==> src/rtl/tx_mac_feeder_pkg.sv <==
// Shared constants for the tx_mac feeder: slot count, length width,
// FSM state encodings and the octet-to-word packing rule.
package tx_mac_feeder_pkg;

    localparam int NUM_SLOTS = 2;
    localparam int LEN_W = 11;

    localparam logic [2:0] IN_IDLE  = 3'd0;
    localparam logic [2:0] IN_FILL  = 3'd1;
    localparam logic [2:0] IN_FLUSH = 3'd2;
    localparam logic [2:0] IN_LENW  = 3'd3;
    localparam logic [2:0] IN_DROP  = 3'd4;

    localparam logic [1:0] OUT_IDLE    = 2'd0;
    localparam logic [1:0] OUT_REQ     = 2'd1;
    localparam logic [1:0] OUT_RELEASE = 2'd2;

    function automatic logic [15:0] pack_word(
        input logic [7:0] first,
        input logic [7:0] second,
        input logic       be
    );
        return be ? {first, second} : {second, first};
    endfunction

endpackage

==> src/rtl/tx_mac_feeder_slot_queue.sv <==
// Commit-order FIFO of slot indices plus per-slot busy flags.
// A slot is busy from commit until its transmit handshake releases it.
module tx_slot_queue
    import tx_mac_feeder_pkg::*;
(
    input  logic                 clk,
    input  logic                 rst_n,
    input  logic                 push,
    input  logic                 push_slot,
    input  logic                 pop,
    output logic                 empty,
    output logic                 head_slot,
    output logic [NUM_SLOTS-1:0] busy
);

    logic [1:0]           q;
    logic                 rd_ptr;
    logic                 wr_ptr;
    logic [1:0]           count;
    logic [NUM_SLOTS-1:0] busy_nxt;

    assign empty     = (count == 2'd0);
    assign head_slot = q[rd_ptr];

    always_comb begin
        busy_nxt = busy;
        if (pop)
            busy_nxt[head_slot] = 1'b0;
        if (push)
            busy_nxt[push_slot] = 1'b1;
    end

    always_ff @(posedge clk or negedge rst_n) begin
        if (!rst_n) begin
            q      <= '0;
            rd_ptr <= 1'b0;
            wr_ptr <= 1'b0;
            count  <= 2'd0;
            busy   <= '0;
        end else begin
            busy <= busy_nxt;
            if (push) begin
                q[wr_ptr] <= push_slot;
                wr_ptr    <= ~wr_ptr;
            end
            if (pop)
                rd_ptr <= ~rd_ptr;
            unique case ({push, pop})
                2'b10:   count <= count + 2'd1;
                2'b01:   count <= count - 2'd1;
                default: count <= count;
            endcase
        end
    end

endmodule

==> src/rtl/tx_mac_feeder.sv <==
// Packs a host octet stream into two DPRAM slots (length word + data)
// and hands committed slots to tx_mac in order via a 4-phase start/done.
module tx_mac_feeder
    import tx_mac_feeder_pkg::*;
#(
    parameter int mac_aw     = 11,
    parameter bit big_endian = 1'b0
) (
    input  logic              clk,
    input  logic              rst_n,
    input  logic              s_valid,
    output logic              s_ready,
    input  logic              s_last,
    input  logic [7:0]        s_data,
    output logic              wr_en,
    output logic [mac_aw-1:0] wr_addr,
    output logic [15:0]       wr_data,
    output logic              start,
    output logic [mac_aw-1:0] buf_start_addr,
    input  logic              done,
    output logic              drop_err,
    output logic [1:0]        slots_busy
);

    localparam int OFF_W      = mac_aw - 1;
    localparam int SLOT_WORDS = 1 << OFF_W;
    localparam int MAX_RAW    = 2 * (SLOT_WORDS - 1);
    localparam int MAX_PKT    = (MAX_RAW < 2047) ? MAX_RAW : 2047;
    localparam logic [LEN_W-1:0] MAX_LEN = LEN_W'(MAX_PKT);

    logic [2:0]       in_st;
    logic [1:0]       out_st;
    logic             cur_slot;
    logic [LEN_W-1:0] cnt;
    logic [LEN_W-1:0] cnt_nxt;
    logic [OFF_W-1:0] word_off;
    logic [7:0]       held;
    logic [1:0]       arm;
    logic             accept;
    logic             push;
    logic             pop;
    logic             q_empty;
    logic             head_slot;

    tx_slot_queue u_queue (
        .clk       (clk),
        .rst_n     (rst_n),
        .push      (push),
        .push_slot (cur_slot),
        .pop       (pop),
        .empty     (q_empty),
        .head_slot (head_slot),
        .busy      (slots_busy)
    );

    // arm delays s_ready until the second edge after reset release
    assign s_ready = (in_st == IN_IDLE && arm[1] && !(&slots_busy))
                   || in_st == IN_FILL || in_st == IN_DROP;
    assign accept   = s_valid && s_ready;
    assign cnt_nxt  = cnt + LEN_W'(1);
    assign word_off = OFF_W'(cnt_nxt[LEN_W-1:1]);
    assign push     = (in_st == IN_LENW);
    assign pop      = (out_st == OUT_RELEASE) && !done;
    assign buf_start_addr = {head_slot, {OFF_W{1'b0}}};

    always_ff @(posedge clk or negedge rst_n) begin
        if (!rst_n) begin
            in_st    <= IN_IDLE;
            cur_slot <= 1'b0;
            cnt      <= '0;
            held     <= '0;
            arm      <= '0;
            wr_en    <= 1'b0;
            wr_addr  <= '0;
            wr_data  <= '0;
            drop_err <= 1'b0;
        end else begin
            arm      <= {arm[0], 1'b1};
            wr_en    <= 1'b0;
            drop_err <= 1'b0;
            unique case (in_st)
                IN_IDLE: if (accept) begin
                    cur_slot <= slots_busy[0];
                    cnt      <= LEN_W'(1);
                    held     <= s_data;
                    in_st    <= s_last ? IN_FLUSH : IN_FILL;
                end
                IN_FILL: if (accept) begin
                    if (cnt == MAX_LEN) begin
                        drop_err <= 1'b1;
                        in_st    <= s_last ? IN_IDLE : IN_DROP;
                    end else begin
                        cnt <= cnt_nxt;
                        if (cnt[0]) begin
                            wr_en   <= 1'b1;
                            wr_addr <= {cur_slot, word_off};
                            wr_data <= pack_word(held, s_data, big_endian);
                        end else begin
                            held <= s_data;
                        end
                        if (s_last)
                            in_st <= cnt[0] ? IN_LENW : IN_FLUSH;
                    end
                end
                IN_FLUSH: begin
                    wr_en   <= 1'b1;
                    wr_addr <= {cur_slot, word_off};
                    wr_data <= pack_word(held, 8'h00, big_endian);
                    in_st   <= IN_LENW;
                end
                IN_LENW: begin
                    wr_en   <= 1'b1;
                    wr_addr <= {cur_slot, {OFF_W{1'b0}}};
                    wr_data <= {5'b0, cnt};
                    in_st   <= IN_IDLE;
                end
                IN_DROP: if (accept && s_last)
                    in_st <= IN_IDLE;
                default: in_st <= IN_IDLE;
            endcase
        end
    end

    always_ff @(posedge clk or negedge rst_n) begin
        if (!rst_n) begin
            out_st <= OUT_IDLE;
            start  <= 1'b0;
        end else begin
            unique case (out_st)
                OUT_IDLE: if (!q_empty && !done) begin
                    start  <= 1'b1;
                    out_st <= OUT_REQ;
                end
                OUT_REQ: if (done) begin
                    start  <= 1'b0;
                    out_st <= OUT_RELEASE;
                end
                OUT_RELEASE: if (!done)
                    out_st <= OUT_IDLE;
                default: out_st <= OUT_IDLE;
            endcase
        end
    end

endmodule
==> config.mk <==
export PLATFORM = sky130hd
export DESIGN_NAME = tx_mac_feeder
export DESIGN_NICKNAME = d
export VERILOG_FILES = /design/src/rtl/tx_mac_feeder_pkg.sv /design/src/rtl/tx_mac_feeder_slot_queue.sv /design/src/rtl/tx_mac_feeder.sv
export SDC_FILE = /design/constraint.sdc
export NUM_CORES = 1
export LEC_CHECK = 0
export CORE_ASPECT_RATIO = 0.8
export CORE_MARGIN = 2
export CORE_UTILIZATION = 54
export CTS_BUF_LIST = sky130_fd_sc_hd__clkbuf_4 sky130_fd_sc_hd__clkbuf_8
export DETAILED_ROUTE_END_ITERATION = 7
export MAX_ROUTING_LAYER = met4
export PLACE_DENSITY = 0.86
export SLEW_MARGIN = 20
export SYNTH_ARGS = -nofsm -noshare
export SYNTH_HDL_FRONTEND = slang
export SYNTH_HIERARCHICAL = 1
export SYNTH_SLANG_ARGS = --single-unit
export TNS_END_PERCENT = 20
==> constraint.sdc <==
create_clock -name clk -period 2.6 [get_ports clk]
set_clock_uncertainty 0.1 [all_clocks]
set_input_delay 0.78 -clock clk [delete_from_list [all_inputs] [get_ports clk]]
set_output_delay 0.78 -clock clk [all_outputs]
set_load 0.1 [all_outputs]
# After elaboration in Yosys (flattened, before gate mapping)
# Index checks and enable logic that the tools add are counted.
[word_totals]
romBits = 0
n_memories = 0
output_inout_bits = 44
wordCells = 132
latchBits = 0
ram_bits = 0
register_bits = 65
[classes]
shift = 0
eq_ne = 19
addsub = 3
order_cmp = 7
reduce_logical = 30
n_mul = 0
n_bitwise = 5
muxes = 52
n_div = 0
[ops]
columns = ["operator", "n"]
rows = [
  ["11-bit 2-to-1 mux", 6],
  ["16-bit 2-to-1 mux", 3],
  ["16-bit case mux with 3 select lines", 1],
  ["11-bit case mux with 3 select lines", 1],
  ["8-bit 2-to-1 mux", 4],
  ["11-bit case mux with 2 select lines", 1],
  ["3-bit 2-to-1 mux", 6],
  ["2-bit != test (second input constant)", 8],
  ["8-bit case mux with 2 select lines", 1],
  ["1-bit 2-to-1 mux", 14],
  ["2-bit 2-to-1 mux", 6],
  ["3-bit case mux with 4 select lines", 1],
  ["4-bit AND reduction", 3],
  ["11-bit by 1-bit adder with 11-bit output (second input constant)", 1],
  ["11-bit == test (second input constant)", 1],
  ["1-bit logical AND", 9],
  ["1-bit by 2-bit less-than comparator with 1-bit output (second input constant)", 4],
  ["3-bit by 2-bit == test with 1-bit output (second input constant)", 2],
  ["2-bit case mux with 3 select lines", 1],
  ["3-bit AND reduction", 2],
  ["2-bit nonzero test", 3],
  ["5-bit AND reduction", 1],
  ["2-bit by 1-bit == test with 1-bit output (second input constant)", 2],
  ["2-bit == test (second input constant)", 2],
  ["22 further kinds", 33],
]

# Longest topological paths before layout
# Gate-level depths: netlist of the first run.
[depth]
ltp_word = 11
ltp_mapped = 9

# By module
# Netlist of the first run, hierarchy kept.
[by_module_without_submodules]
columns = ["module", "area_per_inst_um2", "instances", "cells_each", "seq_area_each_um2"]
rows = [
  ["tx_mac_feeder", 2815.2, 1, 259, 1426.4],
  ["tx_slot_queue", 339.1, 1, 27, 200.2],
]

# Least setup slack after synthesis of the first run
# OpenSTA, ideal clock, no wires.
[synth_path]
path_kind = "register to output"
startpoint = "register u_queue.busy[0]"
endpoint = "output s_ready"
path_buffers = 0
arrival_ns = 3.498
path_slack_ns = -1.778
required_ns = 1.720
stages_incl_launch_ff = 4
cell_sequence = "dfrtp_1 a21boi_0 nor3_1 a211oi_1"
[synth_between]
elab_chain_cells = 5
[synth_lines]
columns = ["element", "line_no", "source"]
rows = [
  ["from (decl)", "tx_mac_feeder_slot_queue.sv:13", "output logic [NUM_SLOTS-1:0] busy"],
  ["from (signal assigned)", "tx_mac_feeder_slot_queue.sv:41", "busy <= busy_nxt;"],
  ["2-bit AND reduction", "tx_mac_feeder.sv:57", "assign s_ready = (in_st == IN_IDLE && arm[1] && !(&slots_busy))"],
  ["1-bit logical NOT", "tx_mac_feeder.sv:57", ""],
  ["1-bit logical AND", "tx_mac_feeder.sv:57", ""],
  ["1-bit logical OR (2 in a row)", "tx_mac_feeder.sv:58", "|| in_st == IN_FILL || in_st == IN_DROP;"],
  ["to (decl)", "tx_mac_feeder.sv:12", "output logic s_ready,"],
]
# No other way between the ends.

# Worst setup path in the final report of the first run
[layout_path]
startpoint = "register u_queue.busy[1]"
endpoint = "output s_ready"
# Same word-level chain as after synthesis.

==> results of run 1 <==
cell type report:
type | instances | area, um2 | area share [%]
multi-input combinational | 193 | 1360 | 34.7
timing repair buffer | 69 | 593 | 15.1
tap | 78 | 97.6 | 2.49
inverter | 9 | 33.8 | 0.862
sequential | 65 | 1630 | 41.7
clock inverter | 6 | 68.8 | 1.76
clock buffer | 10 | 131 | 3.35
state kept, by name (all words and copies together) (netlist names):
register,flops
u_queue/q,2
held,8
wr_en,1
u_queue/wr_ptr,1
cur_slot,1
drop_err,1
u_queue/busy,2
wr_addr,11
wr_data,16
in_st,3
out_st,2
arm,2
start,1
u_queue/count,2
u_queue/rd_ptr,1
cnt,11
stage by stage:
step / std cells / area [um2]
after global placement: 414 / 3720
final: 430 / 3920
after global routing: 430 / 3920
after CTS: 430 / 3920
after detailed placement: 414 / 3720
after floorplan: 295 / 3220
worst paths after layout:
| kind | start | slack (ps) | endpoint | cells past startpoint |
|---|---|---|---|---|
| max | u_queue/busy[1] | 140 | s_ready | 4 |
| min | arm[0] | 260 | arm[1] | 0 |
| max reg2reg | in_st[1] | 360 | u_queue/count[1] | 7 |
| min reg2reg | arm[0] | 260 | arm[1] | 0 |
| max in group asynchronous | rst_n | 1780 | wr_addr[4] | 2 |
| min in group asynchronous | rst_n | 340 | u_queue/rd_ptr | 2 |
worst max-delay path, delay by kind of cell, from the launching register on:
family / cells / cell delay (ps)
flops: 1 / 500
compound gates: 2 / 450
buf+inv: 1 / 210
simple gates: 1 / 80
cell usage in the layout, fill, tap and decap left out, types with 2 or more instances in the layout:
master / instances
inv_1: 9
a21boi_0: 2
dfrtp_1: 63
a311o_1: 2
o2bb2ai_1: 11
buf_4: 53
clkinv_4: 3
or3b_2: 2
nor2_1: 16
clkbuf_8: 9
a31oi_1: 4
o31ai_1: 4
xor2_1: 6
nand2_1: 22
o21a_1: 10
o21ai_0: 9
and3_1: 4
nand3_1: 9
o32a_1: 6
a221o_1: 3
xnor2_1: 6
dfrtp_4: 2
mux2_2: 9
buf_12: 4
ha_1: 3
conb_1: 11
mux2_1: 4
clkdlybuf4s50_1: 11
o211ai_1: 4
nor3_1: 8
a21oi_1: 10
a211oi_1: 2
cell families after synthesis:
group / synth area share, %
compound gates: 18.6
xor+xnor: 3.33
fa+ha+maj: 1.19
buf+inv: 7.02
flops: 51.6
mux: 5.12
other cells: 0.238
simple gates: 12.9
metal layers:
| metal | GRT usage [%] | up-vias | share of wire (%) |
|---|---|---|---|
| li1 | - | 1150 | - |
| met1 | 35.6 | 1174 | 46 |
| met2 | 35.9 | 108 | 46 |
| met3 | 7.05 | 8 | 6.6 |
| met4 | 7.46 | 0 | 1.2 |
| met5 | - | - | 0 |
==> out/results.tsv, run 1 <==
stage	metric	value	unit
outcome	status	finished, final reports clean	
cts	CTS tree	yes	
timing	f_max	0.406	GHz
timing	RSZ-0062 raised after global routing	false	
critical_path	startpoint type of the worst setup path	register	
floorplanning	DIE WIDTH	89.5	um
hold_path	HP Class	reg -> reg	
timing	final hold viol count	0	
logic_synthesis	most frequent cell after synthesis	dfrtp_1	
logic_synthesis	sequential share of the synthesized area	51.6	%
final_layout	Layout Nets	363	
drt	routed length per instance	16.8	um
critical_path	Setup CP Type	reg -> out	
global_routing	first-pass GRT wire length	11800	um
cts	Reg clk slew, reported paths	70	ps
cts	clock sink count	65	
drt	Routed WL	7230	um
timing	Setup-failing EPs final	0	
cts	clock buffer count from CTS	9	
timing	setup ws final	135	ps
placement	Buffers on Ports	46	
final_layout	Layout Area Growth over Synthesis	24.3	%
floorplanning	# rows	24	
timing	worst hold margin	259	ps
critical_path	critical path data required time	1720	ps
logic_synthesis	synth cell count leaders	dfrtp_1, nand2_1, nor2_1, buf_4, o2bb2ai_1	
cts	clk_lat worst skew	340	ps
drt	Vias	2440	
global_routing	GRT overflow	0	
logic_synthesis	asr flop ratio synth	100	%
placement	dpl hpwl	5150	um
floorplanning	die height	72.4	um
run	Max Cap Violations	0	
cts	hold buffer count at CTS	0	
timing	Tcrit/Tclk final	94.8	%
drt	first drt pass iteration count	5	
floorplanning	Initial Util	56.8	%
cts	H-tree Lvls	3	
drt	DRC Markers	0	
logic_synthesis	largest area contributor in the netlist	dfrtp_1	
placement	worst slack at placement	-87.2	ps
timing	setup TNS	0	ps
critical_path	Worst setup EP type	output port	
timing	fin. max-slew vios	0	
logic_synthesis	Cells after Synth	286	
floorplanning	Core ar.	5560	um2
timing	actual slew at the worst max-slew pin	510	ps
final_layout	share of layout cells above drive strength 1	28.7	%
floorplanning	boundary pin count	57	
cts	cts repair resizes	0	
critical_path	crit-path cells	a21boi_2 -> nor3_2 -> a211oi_4 -> buf_12	
critical_path	critical path peak fanout	4	
logic_synthesis	Post-synth top flop	dfrtp_1	
global_routing	total track usage	25.2	%
cts	maximum clock path buffer count	2	
global_routing	initial antenna violation count	0	
final_layout	Diodes inserted	0	
logic_synthesis	EDFF count, synth	0	
cts	clk root buf	clkbuf_8	
logic_synthesis	Mean Syn Cell Area	11.0	um2
drt	Vias/cell	5.67	
placement	GPL Wtd Cong	0.898	
logic_synthesis	share of Yosys cell area claimed by the top area cell type	51.6	%
logic_synthesis	FF+latch count, synth	65	
critical_path	Crit-path slowest cell	dfrtp_4	
critical_path	WP data arrival	1580	ps
drt	post-route ant nets	0	
timing	Tmin final	2460	ps
floorplanning	Die ar.	6470	um2
critical_path	crit-path max cell delay	500	ps
global_routing	vias in the first global route	2340	
timing	Rel. slew slack	65.8	%
global_routing	largest net degree at the start of global routing	66	
final_layout	fill cell count	394	
drt	Initial DRC Count	254	
cts	# Post-CTS Setup Buffers	0	
logic_synthesis	Unique masters post-synth	53	
logic_synthesis	mapped cell area	3150	um2
logic_synthesis	largest cells by area after synthesis	dfrtp_1, buf_4, mux2_2, o2bb2ai_1, nand2_1	
logic_synthesis	synth warn	6	
final_layout	final core utilization	70.6	%
Power of run 1 is not shown: default switching activity piles up to over one toggle a cycle in this logic, so the estimate is an artifact.
==> run 2, diff against run 1 <==
- CTS_BUF_LIST: sky130_fd_sc_hd__clkbuf_4 sky130_fd_sc_hd__clkbuf_8 -> sky130_fd_sc_hd__clkbuf_8
==> run 2 against run 1 <==
Compared with the run above:
- critical path depth stayed put
- sequential share of layout area about the same
- register-to-register slack lost 20 ps
- sequential cell count stayed put
- clock-buffer cell count decreased by 1
- critical path type unchanged
==> out/results.tsv, run 2 (same netlist as run 1, synthesis figures left out) <==
stage	metric	value	unit
floorplanning	boundary pin count	57	
final_layout	Sequential cell area	1630	um2
hold_path	HP Class	reg -> reg	
cts	H-tree Lvls	3	
critical_path	critical path peak fanout	4	
final_layout	Layout Nets	363	
drt	DRC Markers	0	
global_routing	initial antenna violation count	0	
timing	fin. max-slew vios	0	
floorplanning	# rows	24	
critical_path	Setup CP Type	reg -> out	
final_layout	Multi-input gate area	1360	um2
drt	Vias/cell	5.69	
cts	# Post-CTS Setup Buffers	0	
final_layout	leading cell type in the layout, fill and taps excluded	dfrtp_1	
global_routing	vias in the first global route	2342	
critical_path	Worst setup EP type	output port	
timing	Setup-failing EPs final	0	
drt	post-route ant nets	0	
cts	cts repair resizes	0	
drt	routed length per instance	16.8	um
drt	Vias	2446	
floorplanning	Core ar.	5560	um2
timing	Tcrit/Tclk final	95.1	%
timing	RSZ-0062 raised after global routing	false	
timing	f_max	0.404	GHz
placement	dpl hpwl	5150	um
timing	Tmin final	2470	ps
placement	GPL Wtd Cong	0.898	
drt	first drt pass iteration count	5	
floorplanning	die height	72.4	um
timing	setup TNS	0	ps
cts	clock buffer count from CTS	9	
critical_path	startpoint type of the worst setup path	register	
drt	Initial DRC Count	295	
cts	Reg clk slew, reported paths	80	ps
final_layout	leading registers by flop count	wr_data x16, cnt x11, wr_addr x11	
final_layout	most frequent cells in the layout	dfrtp_1, buf_4, nand2_1	
global_routing	largest net degree at the start of global routing	66	
cts	clk_lat worst skew	340	ps
final_layout	Layout Area Growth over Synthesis	24.2	%
cts	clk root buf	clkbuf_8	
critical_path	critical path data required time	1720	ps
global_routing	GRT overflow	0	
final_layout	largest reg by FF count	wr_data	
global_routing	total track usage	25.3	%
final_layout	share of layout cells above drive strength 1	28.4	%
run	Max Cap Violations	0	
final_layout	max reg flops	16	
floorplanning	DIE WIDTH	89.5	um
timing	final hold viol count	0	
cts	CTS tree	yes	
floorplanning	Initial Util	56.8	%
critical_path	WP data arrival	1590	ps
cts	maximum clock path buffer count	2	
outcome	status	finished, final reports clean	
final_layout	Diodes inserted	0	
timing	Rel. slew slack	66.6	%
placement	Buffers on Ports	46	
drt	Routed WL	7210	um
final_layout	fill cell count	395	
global_routing	first-pass GRT wire length	11800	um
cts	hold buffer count at CTS	0	
cts	clock sink count	65	
timing	actual slew at the worst max-slew pin	497	ps
floorplanning	Die ar.	6470	um2
==> run 2: changes by cell type in the layout (fill, tap and decap cells not counted) <==
cell      change
clkbuf_4      -1
inv_1         +1
==> run 2: area by class of cell <==
| class | instances | share of cell area [%] |
|---|---|---|
| Clock buffer | 9 | 3.16 |
| Clock inverter | 7 | 1.85 |
| Inverter | 9 | 0.863 |
| Multi-Input combinational cell | 193 | 34.8 |
| Sequential cell | 65 | 41.7 |
| Tap cell | 78 | 2.49 |
| Timing Repair Buffer | 69 | 15.1 |
==> run 2: metrics by stage <==
step	std cells	worst slack, ps	hold WS [ps]	utilization [%]	instance area, um2
6_report	430	126	259	70.5	3920
5_1_grt	430	63.1	277	70.5	3920
4_1_cts	430	133	260	70.5	3920
3_5_place_dp	414	-87.2	242	67.0	3720
3_3_place_gp	414	-64.2	234	67.0	3720
2_1_floorplan	295	-22.0	231	-	3220
==> run 2: final timing paths <==
check                           startpoint          endpoint  slack [ps]  cells after the start
min                                 arm[0]            arm[1]         260                      0
min reg2reg                         arm[0]            arm[1]         260                      0
min in group asynchronous            rst_n    u_queue/rd_ptr         340                      2
max in group asynchronous            rst_n        wr_addr[4]        1770                      2
max reg2reg                       in_st[1]  u_queue/count[1]         340                      7
max                        u_queue/busy[1]           s_ready         130                      4
==> run 2: worst max-delay path: stages (launching register included) <==
cell and delay [ps]:
dfrtp_4 500, a21boi_2 250, nor3_2 80, a211oi_4 210, buf_12 210
==> run 2: per-layer routing <==
layer,track usage (%),vias to the layer above,wire (um),share of wire (%)
met5,-,-,0,0
met4,7.46,0,96,1.3
met3,7.05,11,565,7.8
met2,35.9,123,3360,47
met1,35.7,1166,3190,44
li1,-,1146,-,-
Power of run 2 is left out for the same reason.
==> run 3, diff against run 2 <==
- ABC_AREA: default -> 0
==> results of run 3 <==
No change in the layout: final DEF, timing and power equal those of run 2.
Power of run 3 is left out for the same reason.
